`src/rtl/receptor_serial_32.sv`:
```
// Serial receiver for fixed-width words: 1 start bit (0), ANCHO data bits LSB-first,
// 1 stop bit (1), line idle high. Bit timing is derived from the system clock, and
// each received word is presented with a valid/ack handshake. Framing and overrun
// errors are flagged with one-cycle pulses.
module receptor_serial_32 #(
  parameter int unsigned FRECUENCIA = 100000000,
  parameter int unsigned TASA_BITS  = 1500000,
  parameter int unsigned ANCHO      = 32
) (
  input  logic             clk,
  input  logic             rst_n,
  input  logic             rx_in,
  output logic [ANCHO-1:0] dato_out,
  output logic             dato_valido,
  input  logic             dato_ack,
  output logic             error_trama,
  output logic             desborde
);

  localparam int unsigned CICLOS_BIT = FRECUENCIA / TASA_BITS;
  localparam int unsigned MEDIO_BIT  = CICLOS_BIT / 2;
  localparam int unsigned CntW       = (CICLOS_BIT > 1) ? $clog2(CICLOS_BIT) : 1;
  localparam int unsigned BitW       = (ANCHO > 1) ? $clog2(ANCHO) : 1;

  localparam logic [CntW-1:0] CntBitFin   = CntW'(CICLOS_BIT - 1);
  localparam logic [CntW-1:0] CntMedioFin = CntW'(MEDIO_BIT - 1);
  localparam logic [BitW-1:0] BitFin      = BitW'(ANCHO - 1);

  typedef enum logic [2:0] {
    StReposo,
    StInicio,
    StDatos,
    StParada,
    StEsperaAlto
  } estado_e;

  estado_e          estado_q, estado_d;
  logic             sync1_q, rx_sync_q;
  logic [CntW-1:0]  cnt_q, cnt_d;
  logic [BitW-1:0]  bit_q, bit_d;
  logic [ANCHO-1:0] shift_q, shift_d;
  logic [ANCHO-1:0] dato_q, dato_d;
  logic             valido_q, valido_d;
  logic             error_q, error_d;
  logic             desborde_q, desborde_d;
  logic             entrega;

  logic fin_medio, fin_bit, ultimo_bit;
  assign fin_medio  = (cnt_q == CntMedioFin);
  assign fin_bit    = (cnt_q == CntBitFin);
  assign ultimo_bit = (bit_q == BitFin);

  // Two-flop synchronizer; resets to idle-high so the FSM only arms on a real low.
  always_ff @(posedge clk or negedge rst_n) begin
    if (!rst_n) begin
      sync1_q   <= 1'b1;
      rx_sync_q <= 1'b1;
    end else begin
      sync1_q   <= rx_in;
      rx_sync_q <= sync1_q;
    end
  end

  // State and datapath registers.
  always_ff @(posedge clk or negedge rst_n) begin
    if (!rst_n) begin
      estado_q   <= StReposo;
      cnt_q      <= '0;
      bit_q      <= '0;
      shift_q    <= '0;
      dato_q     <= '0;
      valido_q   <= 1'b0;
      error_q    <= 1'b0;
      desborde_q <= 1'b0;
    end else begin
      estado_q   <= estado_d;
      cnt_q      <= cnt_d;
      bit_q      <= bit_d;
      shift_q    <= shift_d;
      dato_q     <= dato_d;
      valido_q   <= valido_d;
      error_q    <= error_d;
      desborde_q <= desborde_d;
    end
  end

  // Next-state logic.
  always_comb begin
    estado_d = estado_q;
    unique case (estado_q)
      StReposo: begin
        if (!rx_sync_q) estado_d = StInicio;
      end
      StInicio: begin
        // A start bit that is gone by mid-bit was a glitch.
        if (fin_medio) estado_d = rx_sync_q ? StReposo : StDatos;
      end
      StDatos: begin
        if (fin_bit && ultimo_bit) estado_d = StParada;
      end
      StParada: begin
        if (fin_bit) estado_d = rx_sync_q ? StReposo : StEsperaAlto;
      end
      StEsperaAlto: begin
        // A held-low line (break) must return high before the next frame.
        if (rx_sync_q) estado_d = StReposo;
      end
      default: estado_d = StReposo;
    endcase
  end

  // Counters, shift register and stop-bit outcome for the current state.
  always_comb begin
    cnt_d   = cnt_q;
    bit_d   = bit_q;
    shift_d = shift_q;
    entrega = 1'b0;
    error_d = 1'b0;
    unique case (estado_q)
      StReposo: begin
        cnt_d = '0;
        bit_d = '0;
      end
      StInicio: begin
        if (fin_medio) begin
          cnt_d = '0;
          bit_d = '0;
        end else begin
          cnt_d = cnt_q + 1'b1;
        end
      end
      StDatos: begin
        if (fin_bit) begin
          cnt_d   = '0;
          // Shift in at the MSB so the first (LSB) bit ends at bit 0.
          shift_d = {rx_sync_q, shift_q[ANCHO-1:1]};
          bit_d   = ultimo_bit ? '0 : bit_q + 1'b1;
        end else begin
          cnt_d = cnt_q + 1'b1;
        end
      end
      StParada: begin
        if (fin_bit) begin
          cnt_d = '0;
          if (rx_sync_q) entrega = 1'b1;
          else           error_d = 1'b1;
        end else begin
          cnt_d = cnt_q + 1'b1;
        end
      end
      StEsperaAlto: begin
        cnt_d = '0;
      end
      default: begin
        cnt_d = '0;
        bit_d = '0;
      end
    endcase
  end

  // Output handshake: load, drop-with-overrun, or consume on ack.
  always_comb begin
    dato_d     = dato_q;
    valido_d   = valido_q;
    desborde_d = 1'b0;
    if (entrega) begin
      // An ack in the delivery cycle frees the slot for the new word.
      if (!valido_q || dato_ack) begin
        dato_d   = shift_q;
        valido_d = 1'b1;
      end else begin
        desborde_d = 1'b1;
      end
    end else if (valido_q && dato_ack) begin
      valido_d = 1'b0;
    end
  end

  assign dato_out    = dato_q;
  assign dato_valido = valido_q;
  assign error_trama = error_q;
  assign desborde    = desborde_q;

endmodule

```
`config.mk`:
```
export PLATFORM = sky130hd
export DESIGN_NAME = receptor_serial_32
export DESIGN_NICKNAME = d
export VERILOG_FILES = /design/src/rtl/receptor_serial_32.sv
export SDC_FILE = /design/constraint.sdc
export NUM_CORES = 1
export LEC_CHECK = 0
export CAP_MARGIN = 20
export CORE_MARGIN = 8
export CORE_UTILIZATION = 56
export CTS_CLUSTER_SIZE = 40
export DETAILED_ROUTE_END_ITERATION = 6
export HOLD_SLACK_MARGIN = 0.03
export PLACE_DENSITY = 0.77
export SLEW_MARGIN = 20
export SYNTH_ARGS = -nofsm -noshare
export SYNTH_HDL_FRONTEND = slang
export SYNTH_SLANG_ARGS = --single-unit
```
`constraint.sdc`:
```
create_clock -name clk -period 3.02 [get_ports clk]
set_clock_uncertainty 0.15 [all_clocks]
set_input_delay 0.604 -clock clk [delete_from_list [all_inputs] [get_ports clk]]
set_output_delay 0.604 -clock clk [all_outputs]
set_load 0.01 [all_outputs]
```
== After elaboration in Yosys (flattened, before gate mapping) ==
Index checks and enable logic that the tools add are counted.

* Memories kept: 0
* Logic and storage cells: 66
* Bits in latches: 0
* Output and inout port bits: 35
* Bits in read-only memories: 0
* Register bits after elaboration: 84
* Bits in writable memories: 0
* Input bits: 4

* Mux-type cells: 26
* Shift-type cells: 0
* Bitwise operators: 1
* $add $sub $neg: 2
* Magnitude comparators: 0
* Equality and inequality tests: 14
* Reduce and logical (&&, ||, !) cells: 13
* Div/mod/pow operators: 0
* Multiply operators: 0

{| class="wikitable"
|+ Operators by type and width
! kind !! number
|-
| 2-to-1 mux 3 bit || 6
|-
| 2-to-1 mux 5 bit || 3
|-
| one-hot mux 3 bit (5 select lines) || 1
|-
| one-hot mux 5 bit (3 select lines) || 1
|-
| 2-to-1 mux 7 bit || 2
|-
| one-hot mux 7 bit (2 select lines) || 1
|-
| inequality test 2 bit, second input constant || 6
|-
| 2-to-1 mux 1 bit || 11
|-
| adder 7 x 1 -> 7 bit, second input constant || 1
|-
| equality test 7 x 6 -> 1 bit, second input constant || 1
|-
| equality test 7 bit, second input constant || 1
|-
| equality test 3 x 2 -> 1 bit, second input constant || 2
|-
| AND reduction 2 bit || 3
|-
| adder 5 x 1 -> 5 bit, second input constant || 1
|-
| equality test 5 bit, second input constant || 1
|-
| AND reduction 5 bit || 1
|-
| OR reduction 2 bit || 2
|-
| equality test 3 x 1 -> 1 bit, second input constant || 1
|-
| equality test 3 bit, second input constant || 1
|-
| logical NOT 3 bit || 1
|-
| AND reduction 3 bit || 1
|-
| logical AND 1 bit || 2
|-
| 2-to-1 mux 2 bit || 1
|-
| inequality test 2 x 1 -> 1 bit, second input constant || 1
|-
| 4 further kinds || 4
|}

== Depth between registers and ports, before layout ==
Gate-level depths: netlist (run 1).

* Word-level depth: 5
* Gate-level depth with buffers: 8

== Worst setup path before layout (run 1) ==
OpenSTA, ideal clock, no wires.

* Kind: register -> register
* Start point: register bit_q[0]
* End point: register bit_q[2]
* Setup time: 0.064 ns
* Arrival: 1.884 ns
* Clock period less this slack: 2.097 ns
* Buffers on the path: 0
* Path slack: 0.923 ns
* Stages on the path, launching flop included: 8
* Cells stage by stage: dfrtp_1 > ha_1 > and3_1 > ha_1 > or4b_1 > nor3b_1 > a31o_1 > a21o_1

* Longest elaborated chain between the ends: 4

{| class="wikitable"
|+ Ends and longest elaborated chain
! what !! line !! source
|-
| from (decl) || 40 || <nowiki>logic [BitW-1:0] bit_q, bit_d;</nowiki>
|-
| from (signal assigned) || 78 || <nowiki>bit_q <= bit_d;</nowiki>
|-
| adder 5 x 1 -> 5 bit or equality test 5 bit (tied branches) || 137, 51 ||
|-
| 2-to-1 mux 5 bit * || 137 || <nowiki>bit_d = ultimo_bit ? '0 : bit_q + 1'b1;</nowiki>
|-
| 2-to-1 mux 5 bit * || 133 || <nowiki>if (fin_bit) begin</nowiki>
|-
| one-hot mux 5 bit (3 select lines) * || 119 || <nowiki>unique case (estado_q)</nowiki>
|}

Every way passes the cells marked *; elsewhere a longest branch is shown, timed or not. The select of a mux whose other input is x is not followed.
A chain may end at the register's enable or synchronous reset.

== Worst setup path in the final report (run 1) ==
* Start point: register cnt_q[1]
* End point: register dato_q[17] (netlist: dato_out[17])

* Longest elaborated chain between the ends: 4

{| class="wikitable"
|+ Ends and longest elaborated chain
! what !! line !! source
|-
| from (decl) || 39 || <nowiki>logic [CntW-1:0] cnt_q, cnt_d;</nowiki>
|-
| from (signal assigned) || 77 || <nowiki>cnt_q <= cnt_d;</nowiki>
|-
| equality test 7 bit || 50 || <nowiki>assign fin_bit = (cnt_q == CntBitFin);</nowiki>
|-
| 2-to-1 mux 1 bit || 143 || <nowiki>if (fin_bit) begin</nowiki>
|-
| 2-to-1 mux 1 bit || 119 ||
|-
| AND reduction 2 bit (no line) || n/a ||
|-
| to (signal assigned) || 80 || <nowiki>dato_q <= dato_d;</nowiki>
|-
| to (decl) || 42 || <nowiki>logic [ANCHO-1:0] dato_q, dato_d;</nowiki>
|}

No other way between the ends.

==> results of run 1 <==
-- kinds of logic after synthesis --
family	share of synthesized area, %
flops	58.71
mux	23.25
simple gates	7.051
compound gates	3.595
buf+inv	4.189
xor+xnor	1.466
fa+ha+maj	1.745
-- power groups by stage --
stage                     clock network, mW  registers (mW)  logic [mW]
after floorplan                           0            1.17      0.0525
after global placement                    0            1.18      0.0816
after detailed placement                  0            1.18      0.0834
after CTS                             0.738            1.16      0.0837
after global routing                  0.791            1.16      0.0985
final                                 0.719            1.16      0.0808
-- routing by layer --
metal,share of wire (%),vias to the layer above
met5,0,-
met4,1.6,0
met3,4.6,7
met2,49,28
met1,45,962
li1,-,903
-- registers in the layout, indices dropped and copies added (netlist names) --
register     count
error_trama      1
desborde         1
dato_valido      1
rx_sync_q        1
sync1_q          1
cnt_q            7
bit_q            5
shift_q         32
dato_out        32
estado_q         3
-- cell usage in the layout (no fill, tap or decap), types with 2 or more instances in the layout --
cell             count
xnor2_1              4
clkdlybuf4s50_1     37
a22o_1               2
a21o_1               3
a211oi_1             2
and3b_1              2
dfstp_2              2
mux2_2              34
dfrtp_1             82
inv_1                5
clkinvlp_4           3
mux2_4              30
clkbuf_8             9
xor2_1               2
nor2_1              11
ha_1                 5
nor3b_1              3
inv_6                2
a21oi_1              4
buf_12               2
and3_1               4
nand3_1              7
-- worst paths after layout --
path | start | endpoint | slack, ns
setup reg to reg | cnt_q[1] | dato_out[17] | 0.75
max in group asynchronous | rst_n | shift_q[3] | 2.04
min in group clk | sync1_q | rx_sync_q | 0.21
setup / recovery | cnt_q[1] | dato_out[17] | 0.75
hold reg to reg | sync1_q | rx_sync_q | 0.21
hold / removal | rst_n | dato_out[21] | 0.06
-- cell type report --
class                   instances  area (um2)  area share [%]
clock buffers                  10       127.6           3.080
clock inverters                 6       48.80           1.178
inverters                       5       18.77          0.4529
multi-input cells             131        1330           32.10
flip-flops and latches         84        2105           50.79
well taps                      77       96.34           2.325
repair buffers                 40       417.9           10.08
==> impl_results.md, run 1 <==
- Logic pwr share: just over 4%
- CTS Buf Count: 9
- Post-synth EDFFs: 0
- Slew margin rel.: roughly 60%
- Post-Route WL: 5.513 mm
- Antenna violations before repair: 0
- CP max FO: 32
- Horiz. Die Dim: between 90 and 100 um
- Maxcap violations: 0
- GR met3 Demand/Resource: about 4.1%
- # setup viols final: 0
- Antenna-violating nets left: 0
- Sw frac: between 20% and 30%
- Final WS setup: between 0.7 and 0.8 ns
- Clock sinks: 84
- Yosys cell types: 39
- Worst-Skew Late Latency: around 0.35 ns
- Hpwl dp: between 3 and 4 mm
- First-pass detailed-route iteration total: 4
- Final #Nets: 280
- Synth top cells by count: 82 x dfrtp_1, 34 x mux2_2, 30 x mux2_4
- Routed length per instance: approximately 16 um
- Vias per inst: 5.382
- Initial core utilization: a little under three fifths
- Placed Instances: approximately 340
- Die ar.: around 0.0092 mm2
- Die height: slightly below 100 um
- Maximum vdd drop: approximately 0.4 mV
- Root Buffer: clkbuf_8
- Crit Path Class: reg2reg
- Ant diodes: 0
- Clk network pwr share: 36.8%
- Post-synth top flop: dfrtp_1
- Share of the synthesized area in the top cell type: between 50 and 60%
- R2R cell count: 6
- Synthesized cell area: roughly 0.0036 mm2
- Pins Over Slew Limit: 0
- Syn. warnings: 0
- Total power: just under 2 mW
- Hold WC Path Type: in2async
- CTS resizes: 0
- Worst Path Arrival: between 2 and 2.5 ns
- DRC: 0
- Core area: 0.006277 mm2
- P_sw: 0.4819 mW
- # fillers: between 400 and 500
- Final hold viol count: 0
- First-pass GRT wire length: 9.818 mm
- Worst hold slack: between 0.06 and 0.07 ns
- Startpoint class of the critical path: flip-flop
- Pwr Density: about 470 mW/mm2
- Most frequent cell after synthesis: dfrtp_1
- Layout Cells excl Fill: ~350
- Type of element capturing the critical path: flip-flop
- Seq/Total Area, Yosys: 58.71%
- GRT Util Overall: 13.77%
- Post-layout util: approximately 66%
- Seq pwr share: a little under 60%
- Io pins: 39
- Placer Congestion: around 0.67
- Cell-internal power: roughly 1.5 mW
- DR vias: between 1.5k and 2k
- Fin crit period: 2.269 ns
- Fin crit share: 75.12%
- TritonCTS clock tree: yes
- Grt peak-use layer: met2
- Max Buffers Root-to-Sink: 2
- Fraction of layout cells with a size suffix above 1: between 30% and 40%
- Post-CTS Setup Bufs: 0
- Crit-path slowest cell: and3_4
- Top cells by area, synth: dfrtp_1 57%, mux2_4 13%, mux2_2 11%
- Hold-fix buffers, CTS: 0
- Port-buffer cells: 38
- Rows: 29
- Synth Area per Inst: 15.59 um2
- Area Growth Syn to Fin: 15.60%
- DP Worst Slack: between 0.5 and 0.6 ns
- Area post-placement: roughly 0.0040 mm2
- #FFs+latches synth: 84
- Worst EP required: 3.11 ns
- CP max stage delay: between 0.5 and 0.6 ns
- Post-route cell area: around 0.0041 mm2
- Async SR Flop Fraction: between 90% and 100%
- Buf/Inv on CP: 1
- Status: complete, no violations
- Critical-path cell list: inv_1, ha_1, and3b_1, and2_4, and3_4, mux2_2
- Worst path top cell family by delay: simple AND/OR/NAND/NOR gates
- H-Tree Depth: 3
- GRT overflow: 0
- GR Util met1: between 10% and 20%
- WP depth: 6
- Initial drt markers: 44
- Vias in the first global route: between 2k and 2.5k
- Setup TNS: 0 ns
- RSZ-0062 raised after global routing: false
- Cell taking the most area after synthesis: dfrtp_1
- Met2 GRT Util: 22.36%
- Clock-pin slew on the worst setup and hold paths: ~0.090 ns
- Post-Synthesis Cells: 230
- FMAX: 440.8 MHz
- Syn_nets: between 200 and 250
- Worst slew pin tran: ~0.60 ns
- Largest net degree at the start of global routing: 45
- Leak: around 2.0 nW
Note: power is estimated with default switching activity, not from simulation.
==> run 2, diff against run 1 <==
Settings changed: CORE_UTILIZATION 56 to 50, PLACE_DENSITY 0.77 to 0.73.
Clock period 3.02 ns to 2.05 ns, I/O delays scaled along.
==> run 2 against run 1 <==
Against the previous run:
- sequential share of layout area decreased by 4.0 points
- first-iteration DRC count rose by 30%
- final cell count is 12% higher
- count of clock-buffer cells in the layout is 1 higher
- critical path depth rose by 1
- fmax is 12% higher
==> impl_results.md, run 2 (synthesized netlist as in run 1, its figures left out) <==
- Status: complete, no violations
- Logic pwr share: 5.1% (+1.0 points)
- R2r startpoint: bit_q[0]
- Hold_sp: sync1_q
- First-pass detailed-route iteration total: 4 (unchanged)
- DP Worst Slack: 0.003809 ns (-0.5466 ns)
- Root Buffer: clkbuf_8
- Port-buffer cells: 38 (unchanged)
- Initial core utilization: 50.50% (-6.6 points)
- Rows: 31 (+6.9%)
- Vias in the first global route: 2041 (-0.39%)
- Commonest non-fill, non-tap cell in the layout: dfrtp_1
- Maximum vdd drop: 0.4634 mV (+17%)
- Max Buffers Root-to-Sink: 2 (unchanged)
- Vias per inst: 5.053 (-6.1%)
- Post-Route WL: 6.114 mm (+11%)
- Die height: 100.7 um (+4.9%)
- Buf/Inv on CP: 0 (-1)
- Flop2flop setup slack: 0.02 ns (-0.73 ns)
- Setup TNS: 0 ns (unchanged)
- Leak: 2.168 nW (+7.7%)
- Worst EP required: 2.19 ns (-0.92 ns)
- Layout Cells excl Fill: 397 (+12%)
- Maxcap violations: 0 (unchanged)
- Area Growth Syn to Fin: 25.62%
- Final hold viol count: 0 (unchanged)
- Io pins: 39 (unchanged)
- First-pass GRT wire length: 10.18 mm (+3.7%)
- Antenna-violating nets left: 0 (unchanged)
- Worst path top cell family by delay: simple AND/OR/NAND/NOR gates
- CTS Buf Count: 9 (unchanged)
- Worst Path Arrival: 2.17 ns (-0.19 ns)
- Antenna violations before repair: 0 (unchanged)
- Sw frac: 22.06% (-2.6 points)
- TritonCTS clock tree: yes
- Placed Instances: 374 (+11%)
- Commonest non-fill, non-tap cells in the layout: 82 x dfrtp_1, 37 x clkdlybuf4s50_1, 34 x mux2_2
- Fin crit share: 99.00% (+24 points)
- Post-route cell area: 0.004503 mm2 (+8.7%)
- Crit-path slowest cell: or4b_4
- Worst slew pin tran: 0.3486 ns (-0.2471 ns)
- H-Tree Depth: 3 (unchanged)
- DRC: 0 (unchanged)
- Startpoint class of the critical path: flip-flop
- Slew margin rel.: 76.76% (+16 points)
- CP max stage delay: 0.50 ns (-0.07 ns)
- Final WS setup: 0.02041 ns (-0.7310 ns)
- Crit Path Class: reg2reg
- Clk network pwr share: 41.4% (+4.6 points)
- Final #Nets: 302 (+7.9%)
- Largest net degree at the start of global routing: 37 (-18%)
- Ant diodes: 0 (unchanged)
- Clock-pin slew on the worst setup and hold paths: 0.08 ns (about the same)
- Initial drt markers: 57 (+30%)
- Worst hold slack: 0.2093 ns (+0.1482 ns)
- Core area: 0.007098 mm2 (+13%)
- FMAX: 492.7 MHz (+12%)
- Cell-internal power: 2.470 mW (+68%)
- Crit path from: bit_q[0]
- Fin crit period: 2.030 ns (-0.2390 ns)
- Pwr Density: 703.8 mW/mm2 (+49%)
- RSZ-0062 raised after global routing: true
- Hpwl dp: 4.177 mm (+9.6%)
- Pins Over Slew Limit: 0 (unchanged)
- GRT overflow: 0 (unchanged)
- Post-layout util: 63.44% (-2.6 points)
- Fraction of layout cells with a size suffix above 1: 39.93% (+7.0 points)
- CP max FO: 2 (-94%)
- P_sw: 0.6990 mW (+45%)
- Die ar.: 0.01013 mm2 (+10%)
- Seq pwr share: 53.6% (-5.5 points)
- Horiz. Die Dim: 100.7 um (+4.9%)
- Area post-placement: 0.004156 mm2 (+4.8%)
- GRT Util Overall: 12.66% (-1.1 points)
- Hold WC Path Type: reg2reg
- DR vias: 2006 (+5.6%)
- Placer Congestion: 0.7710 (+15%)
- Critical-path cell list: ha_2, and3_4, ha_4, or4b_4, nor3b_2, a31o_1, a21o_1
- Type of element capturing the critical path: flip-flop
- Clock sinks: 84 (unchanged)
- # setup viols final: 0 (unchanged)
- Worst-Skew Late Latency: 0.35 ns (about the same)
- Total power: 3.169 mW (+62%)
- Routed length per instance: 15.40 um (-1.4%)
## run 2: changes by cell type in the layout (fill, tap and decap cells not counted), moves of 2 or more
cell / change
buf_4: +15
buf_12: +3
bufinv_16: +2
clkbuf_16: +2
ha_1: -2
nor3b_1: -2
nor3b_2: +2
## run 2: final timing paths
kind,cells past startpoint,to
max,7,bit_q[2]
min,0,rx_sync_q
max reg2reg,7,bit_q[2]
min reg2reg,0,rx_sync_q
max in group asynchronous,3,rx_sync_q
min in group asynchronous,2,dato_out[21]
## run 2: per-layer routing
metal  up-vias  GRT usage, %  share of wire [%]
li1        938             -                  -
met1      1028         16.46                 47
met2        30         19.77                 47
met3        10         2.555                3.6
met4         0         5.930                1.7
met5         -             0                  0
## run 2: area by class of cell
class | instances | area (um2)
clock inverter | 5 | 83.83
sequential | 84 | 2105
fill | 525 | 2595
inverter | 5 | 18.77
tap | 99 | 123.9
clock buffer | 11 | 141.4
timing repair buffer | 62 | 665.6
multi-input combinational | 131 | 1365
## run 2: repair_timing
action	in CTS	in global routing
pin swaps	1	2
hold buffers	1	0
endpoints found under the setup margin	1	27
hold endpoints to repair	23	0
resized for setup	0	7
cloned	0	2
setup buffers	1	3
## run 2: power by group through the flow
stage / clock network (mW) / registers (mW) / logic [mW]
floorplan: 0 / 1.72 / 0.0798
global route: 1.42 / 1.70 / 0.184
detailed placement: 0 / 1.73 / 0.154
global placement: 0 / 1.73 / 0.148
finish: 1.31 / 1.70 / 0.160
CTS: 1.35 / 1.70 / 0.156
